===== config.mk =====
export PLATFORM = sky130hd
export DESIGN_NAME = pow_seq_flat
export DESIGN_NICKNAME = d
export VERILOG_FILES = /design/src/rtl/pow_seq_if.sv /design/src/rtl/pow_seq.sv /design/src/flat_wrapper.sv
export SDC_FILE = /design/constraint.sdc
export NUM_CORES = 2
export LEC_CHECK = 0
export CAP_MARGIN = 20
export CORE_AREA = 5 5 264 266
export CTS_CLUSTER_DIAMETER = 150
export DETAILED_ROUTE_END_ITERATION = 7
export DIE_AREA = 0 0 269 271
export PLACE_DENSITY = 0.74
export SYNTH_ARGS = -nofsm -noshare
export SYNTH_HDL_FRONTEND = slang
export SYNTH_SLANG_ARGS = --single-unit

===== constraint.sdc =====
create_clock -name clk -period 14.1 [get_ports clk]
set_input_delay 1.41 -clock clk [delete_from_list [all_inputs] [get_ports clk]]
set_output_delay 1.41 -clock clk [all_outputs]
set_load 0.01 [all_outputs]

===== src/rtl/pow_seq_if.sv =====
// Request/response bundle for pow_seq: operands and start request in,
// registered result, completion pulse and busy flag out.
interface pow_seq_if #(
    parameter int WIDTH     = 32,
    parameter int EXP_WIDTH = 5
);
    logic                 en;
    logic [WIDTH-1:0]     x;
    logic [EXP_WIDTH-1:0] e;
    logic [WIDTH-1:0]     out;
    logic                 valid;
    logic                 busy;

    modport master (output en, x, e, input out, valid, busy);
    modport slave  (input en, x, e, output out, valid, busy);
endinterface


===== src/rtl/pow_seq.sv =====
// Sequential power unit: out = x^e mod 2^WIDTH by LSB-first square-and-multiply,
// one exponent bit per clock, result published with a one-cycle valid pulse.
module pow_seq #(
    parameter int WIDTH     = 32,
    parameter int EXP_WIDTH = 5
) (
    input  logic     clk,
    input  logic     rst,
    pow_seq_if.slave bus
);

    typedef enum logic {
        IDLE = 1'b0,
        RUN  = 1'b1
    } state_e;

    state_e               state_q, state_d;
    logic [WIDTH-1:0]     result_q, result_d;
    logic [WIDTH-1:0]     base_q, base_d;
    logic [EXP_WIDTH-1:0] exp_q, exp_d;
    logic [WIDTH-1:0]     out_q, out_d;
    logic                 valid_q, valid_d;
    logic [WIDTH-1:0]     prod_rb;
    logic [WIDTH-1:0]     prod_bb;
    logic                 busy;

    // Products are sized to WIDTH, so the upper half is simply dropped.
    assign prod_rb = result_q * base_q;
    assign prod_bb = base_q * base_q;

    // NOTE: every register updates with <= so all of them see the pre-edge values.
    always_ff @(posedge clk or posedge rst) begin
        if (rst) begin
            state_q  <= IDLE;
            result_q <= WIDTH'(1);
            base_q   <= '0;
            exp_q    <= '0;
            out_q    <= '0;
            valid_q  <= 1'b0;
        end else begin
            state_q  <= state_d;
            result_q <= result_d;
            base_q   <= base_d;
            exp_q    <= exp_d;
            out_q    <= out_d;
            valid_q  <= valid_d;
        end
    end

    always_comb begin
        // NOTE: assign a default before the case so no path infers a latch.
        state_d = state_q;
        case (state_q)
            IDLE: if (bus.en) state_d = RUN;
            RUN:  if (exp_q == '0) state_d = IDLE;
        endcase
    end

    // Datapath next-state; en during RUN is ignored because only IDLE samples it.
    always_comb begin
        result_d = result_q;
        base_d   = base_q;
        exp_d    = exp_q;
        out_d    = out_q;
        valid_d  = 1'b0;
        case (state_q)
            IDLE: begin
                if (bus.en) begin
                    result_d = WIDTH'(1);
                    base_d   = bus.x;
                    exp_d    = bus.e;
                end
            end
            RUN: begin
                if (exp_q != '0) begin
                    if (exp_q[0]) result_d = prod_rb;
                    base_d = prod_bb;
                    exp_d  = exp_q >> 1;
                end else begin
                    out_d   = result_q;
                    valid_d = 1'b1;
                end
            end
        endcase
    end

    always_comb begin
        busy = (state_q == RUN);
    end

    assign bus.out   = out_q;
    assign bus.valid = valid_q;
    assign bus.busy  = busy;

    // A completion always lands the machine back in IDLE.
    a_valid_idle: assert property (@(posedge clk) disable iff (rst)
        valid_q |-> (state_q == IDLE));

endmodule


===== src/flat_wrapper.sv =====
// flat-port wrapper written by rule: the top's interface ports become plain ports
module pow_seq_flat 
#(
    parameter int WIDTH     = 32,
    parameter int EXP_WIDTH = 5
)
  (clk, rst, bus_en, bus_x, bus_e, bus_out, bus_valid, bus_busy);
  pow_seq_if #(.WIDTH(WIDTH), .EXP_WIDTH(EXP_WIDTH)) bus_i ();
  input  logic clk;
  input  logic rst;
  input wire logic [$bits(bus_i.en)-1:0] bus_en;
  input wire logic [$bits(bus_i.x)-1:0] bus_x;
  input wire logic [$bits(bus_i.e)-1:0] bus_e;
  output wire logic [$bits(bus_i.out)-1:0] bus_out;
  output wire logic [$bits(bus_i.valid)-1:0] bus_valid;
  output wire logic [$bits(bus_i.busy)-1:0] bus_busy;
  assign bus_i.en = bus_en;
  assign bus_i.x = bus_x;
  assign bus_i.e = bus_e;
  assign bus_out = bus_i.out;
  assign bus_valid = bus_i.valid;
  assign bus_busy = bus_i.busy;
  pow_seq #(.WIDTH(WIDTH), .EXP_WIDTH(EXP_WIDTH)) u_core (.clk(clk), .rst(rst), .bus(bus_i));
endmodule

# Yosys cells after proc, flatten, opt, wreduce, memory -nomap -nowiden
# Index checks and enable logic that the tools add are counted.
# Widths: inputs -> output; s select.
# classes
mul,2
n_eq_ne,3
muxes,15
n_bitwise,2
reduce_logical,5
# ops
op,n
$mux 32,5
$pmux 32 s2,2
$mul 32x32->32,2
$mux 5,2
$pmux 5 s2,1
$ne 2x2->1 const B,3
$logic_not 5->1,1
$reduce_bool 5->1,1
$mux 1,4
$reduce_and 2->1,2
$reduce_and 3->1,1
$not 1->1,2
$pmux 1 s2,1
# word_totals
regBits,103
inputBits,40
output_inout_bits,34
elab_cells,33

# Depth between registers and ports, before layout
# logic_depth
depth_word,4
mapped_depth,27
mapped_depth_nobuf,26

# Worst setup path after synthesis
# Ideal clock, no wire load.
# synth_path
path_kind,register to register
start,reg u_core.base_q[4]
end,reg u_core.base_q[29]
setup_ns,0.124
t_arrival_ns,7.186
required_time_ns,13.976
path_slack_ns,6.790
stages_incl_launch_ff,26
n_path_buf,3
synth_period_minus_slack_ns,7.310
path_cell_list,dfrtp_1 clkbuf_1 clkbuf_1 clkbuf_1 nand2_1 fa_1 inv_1 fa_1 inv_1 fa_1 fa_1 inv_1 fa_1 fa_1 fa_1 fa_1 ha_1 and3_1 o31ai_1 nand2b_1 a21o_1 a21o_1 o2111ai_1 a21boi_1 mux2i_1 a211o_1
# synth_between
elab_chain_cells,3
# synth_rtl
item,line,rtl
"start, declared",pow_seq.sv:19,"logic [WIDTH-1:0] base_q, base_d;"
"start signal, assigned",pow_seq.sv:43,base_q <= base_d;
$mul 32x32->32,pow_seq.sv:29,assign prod_bb = base_q * base_q;
$mux 32,pow_seq.sv:75,if (exp_q != '0) begin
$pmux 32 s2,pow_seq.sv:66,case (state_q)
# Every way passes these cells. The select of a mux whose other input is x is not followed.
# A chain may end at the register's enable or synchronous reset.

# Worst setup path in the final report
# layout_path
start,reg u_core.base_q[2]
end,reg u_core.result_q[26]
# layout_between
elab_chain_cells,4
# layout_rtl
item,line,rtl
$mul 32x32->32,pow_seq.sv:28,assign prod_rb = result_q * base_q;
$mux 32,pow_seq.sv:76,if (exp_q[0]) result_d = prod_rb;
$mux 32,pow_seq.sv:75,
$pmux 32 s2,pow_seq.sv:66,
"end signal, assigned",pow_seq.sv:42,result_q <= result_d;
"end, declared",pow_seq.sv:18,"logic [WIDTH-1:0] result_q, result_d;"
# Every way passes these cells. The select of a mux whose other input is x is not followed.

==> results.toml <==
[run_status]
status = "complete, no violations"

[synth]
synth_cells = 3552
synth_fp_nets = 4617
synth_edf_count = 0
synthDistinctLibCells = 66
avgSynthCellArea_um2 = 9.32
synth_area_leaders = "fa_1 47%, ha_1 9.6%, inv_1 9.2%"
ys_ff_latch = 103
yosys-top-cells-count = "812 x inv_1, 772 x fa_1, 495 x nand2_1"
syn_area_um2 = 33100
yosysMostFrequentCell = "inv_1"
async_flop_share_pct = 100
yosysTopAreaCell = "fa_1"
synthFlopType = "dfrtp_1"
synth_top_area_share_pct = 46.7
ys_warn_count = 0
seq_area_frac_synth_pct = 7.79

[setup_path]
crit_path_end_kind = "flip-flop"
reg2reg_depth = 23
r2r-start = "u_core.base_q[2]"
slowest_stage = "dfrtp_2"
critPathBufInv = 5
rrSetupSlack_ps = 6400
crit_arrival_ps = 8000
required_ps = 14400
start_kind = "flip-flop"
r2r-end = "u_core.result_q[26]"
crit_path_max_incr_delay_ps = 610
cp_cell_sequence = "buf_4, and2_1, fa_1, inv_1, fa_1, fa_1, fa_1, inv_1, fa_1, inv_1, fa_1, inv_1, fa_1, fa_1, ha_1, and3_1, a221o_1, a21oi_1, a31o_2, a21oi_1, a21o_1, a211o_1, a32o_1"
path_class = "flip-flop to flip-flop"
path_delay_family = "adder cells"
crit_top_cell = "fa_1"
path_max_fanout = 48

[finish]
syn_to_final_growth_pct = 5.22
drive_gt1_share_pct = 2.54
nFillCells = 6024
nets = 4559
fin_area_um2 = 34800

[min_path]
min_path_type = "flip-flop to flip-flop"
hold_start = "u_core.bus.out[4]"
worstHoldPathCells = 2
hold-path-endpoint = "u_core.bus.out[4]"

[timing]
clock.fmax_mhz = 130
setup_viol = 0
hold_violations = 0
final_max_slew_viol_count = 0
slew-limit-headroom_pct = 23.3
worst_pin_slew_ps = 1150
rsz0062_at_grt = "no"
holdWs_ps = 477
period_minus_slack_ps = 7700
fin_tns_setup_ps = 0
finalCritPeriodShare_pct = 54.6
finClkSkew_ps = 16.6

[die]
num_rows = 95
coreArea_um2 = 66800
die-area_um2 = 72900
die_h_um = 271
io-pin-count = 74
die_x_um = 269
start_util_pct = 49.6

[global_routing]
grt_max_degree = 60
grt_usage_pct = 24.1
antenna_found_initial = 2
grt_pass1_vias = 25800
grt_pass1_wl_um = 139000
grt_overflow_total = 0

[job]
drv_cap = 0

[drt]
drt_wl_total_um = 83800
drtAntennaViolNets = 0
drt_iter0_drc = 1426
wl_per_cell_um = 19.1
drc = 0
dr_total_vias = 23200
via_per_inst = 5.30
dr.pass1.iters = 6

[clocking]
path_clk_slew_ps = 80
cts_tree = "yes"
clk_latency_ps = 410
clockBufferDepth = 2
htreeDepth = 3
clock-root-buffer = "clkbuf_16"
cts_resized = 0
cts_setup_buffers = 0
ctsHoldBuffers = 0
cts_buffers = 9
cts.sinks = 103

[placed_design]
port_buffers = 73
postPlaceCellArea_um2 = 34600
gp_congestion = 0.905
dpl.hpwl_um = 64000
-- flip-flops by register name, indices dropped and copies added, names as in the netlist --
register	count
u_core.bus.out	32
u_core.result_q	32
u_core.base_q	32
u_core.bus.busy	1
u_core.exp_q	5
u_core.bus.valid	1
-- metal layers --
metal  global-route usage, %  wire length, um
met1                    33.1            34900
met2                    40.1            40700
met3                    4.85             6750
met4                    4.71             1490
met5                       0                0
-- logic make-up (layout without fill, tap and decap cells) --
logic type,Yosys count,after routing,synth area share [%]
AOI/OAI and AO/OA,215,215,4.33
DFF,103,103,7.79
buffers and inverters,993,940,11.3
and+or+nand+nor,1054,1054,15.9
other,0,4,0
muxes,27,27,0.820
xor gates and xnor gates,135,135,3.57
adders and majority gates,1025,1025,56.2
-- through the flow --
stage / utilization [%] / worst slack [ps] / std cells
final: 52.2 / 6400 / 4376
after global routing: 52.2 / 6090 / 4373
after CTS: 52.2 / 6410 / 4372
after detailed placement: 51.7 / 6440 / 4356
after global placement: 51.7 / 6520 / 4356
after floorplan: - / 6790 / 3552
-- worst min-delay path, stage by stage (launching register included) --
cell     delay (ps)
dfrtp_1         340
nand2_1          50
nand2_1          50
-- worst max-delay path by stage --
stage / startpoint / to / slack (ps) / cells past startpoint
after floorplan: u_core.base_q[4] / u_core.base_q[29] / 6790 / 25
after global placement: u_core.base_q[2] / u_core.result_q[26] / 6520 / 23
after detailed placement: u_core.base_q[2] / u_core.result_q[26] / 6440 / 23
after CTS: u_core.base_q[2] / u_core.result_q[26] / 6410 / 23
after global routing: u_core.base_q[2] / u_core.result_q[31] / 6090 / 23
final: u_core.base_q[2] / u_core.result_q[26] / 6400 / 23
-- final cells by class --
type,count,area [um^2],area share [%]
antenna,4,10.0,0.0287
clock buffer,9,225,0.646
clock inverter,7,63.8,0.183
inverter,813,3050,8.76
multi-input combinational,2456,26800,76.9
sequential,103,2590,7.42
tap,873,1090,3.13
timing repair buffer,111,1020,2.92
-- cell usage in the layout, fill, tap and decap left out, types with 4 or more instances in the layout --
| cell type | n |
|---|---|
| a211oi_1 | 5 |
| a21o_1 | 20 |
| a21oi_1 | 46 |
| a31o_2 | 4 |
| a31oi_1 | 12 |
| and2_1 | 450 |
| and3_1 | 9 |
| buf_4 | 38 |
| clkbuf_16 | 9 |
| clkdlybuf4s50_1 | 73 |
| dfrtp_1 | 95 |
| dfrtp_2 | 7 |
| diode_2 | 4 |
| fa_1 | 772 |
| ha_1 | 253 |
| inv_1 | 811 |
| mux2i_1 | 26 |
| nand2_1 | 495 |
| nand2b_1 | 9 |
| nand3_1 | 15 |
| nor2_1 | 32 |
| nor2b_1 | 10 |
| nor3_1 | 8 |
| nor3b_1 | 5 |
| nor4_1 | 4 |
| o21a_1 | 13 |
| o21ai_0 | 56 |
| o21ai_1 | 7 |
| o21bai_1 | 5 |
| o221ai_1 | 4 |
| o22ai_1 | 5 |
| o31ai_1 | 6 |
| xnor2_1 | 97 |
| xor2_1 | 38 |
Power is not shown: default switching activity piles up to over one toggle a cycle in this logic, so the estimate is an artifact.
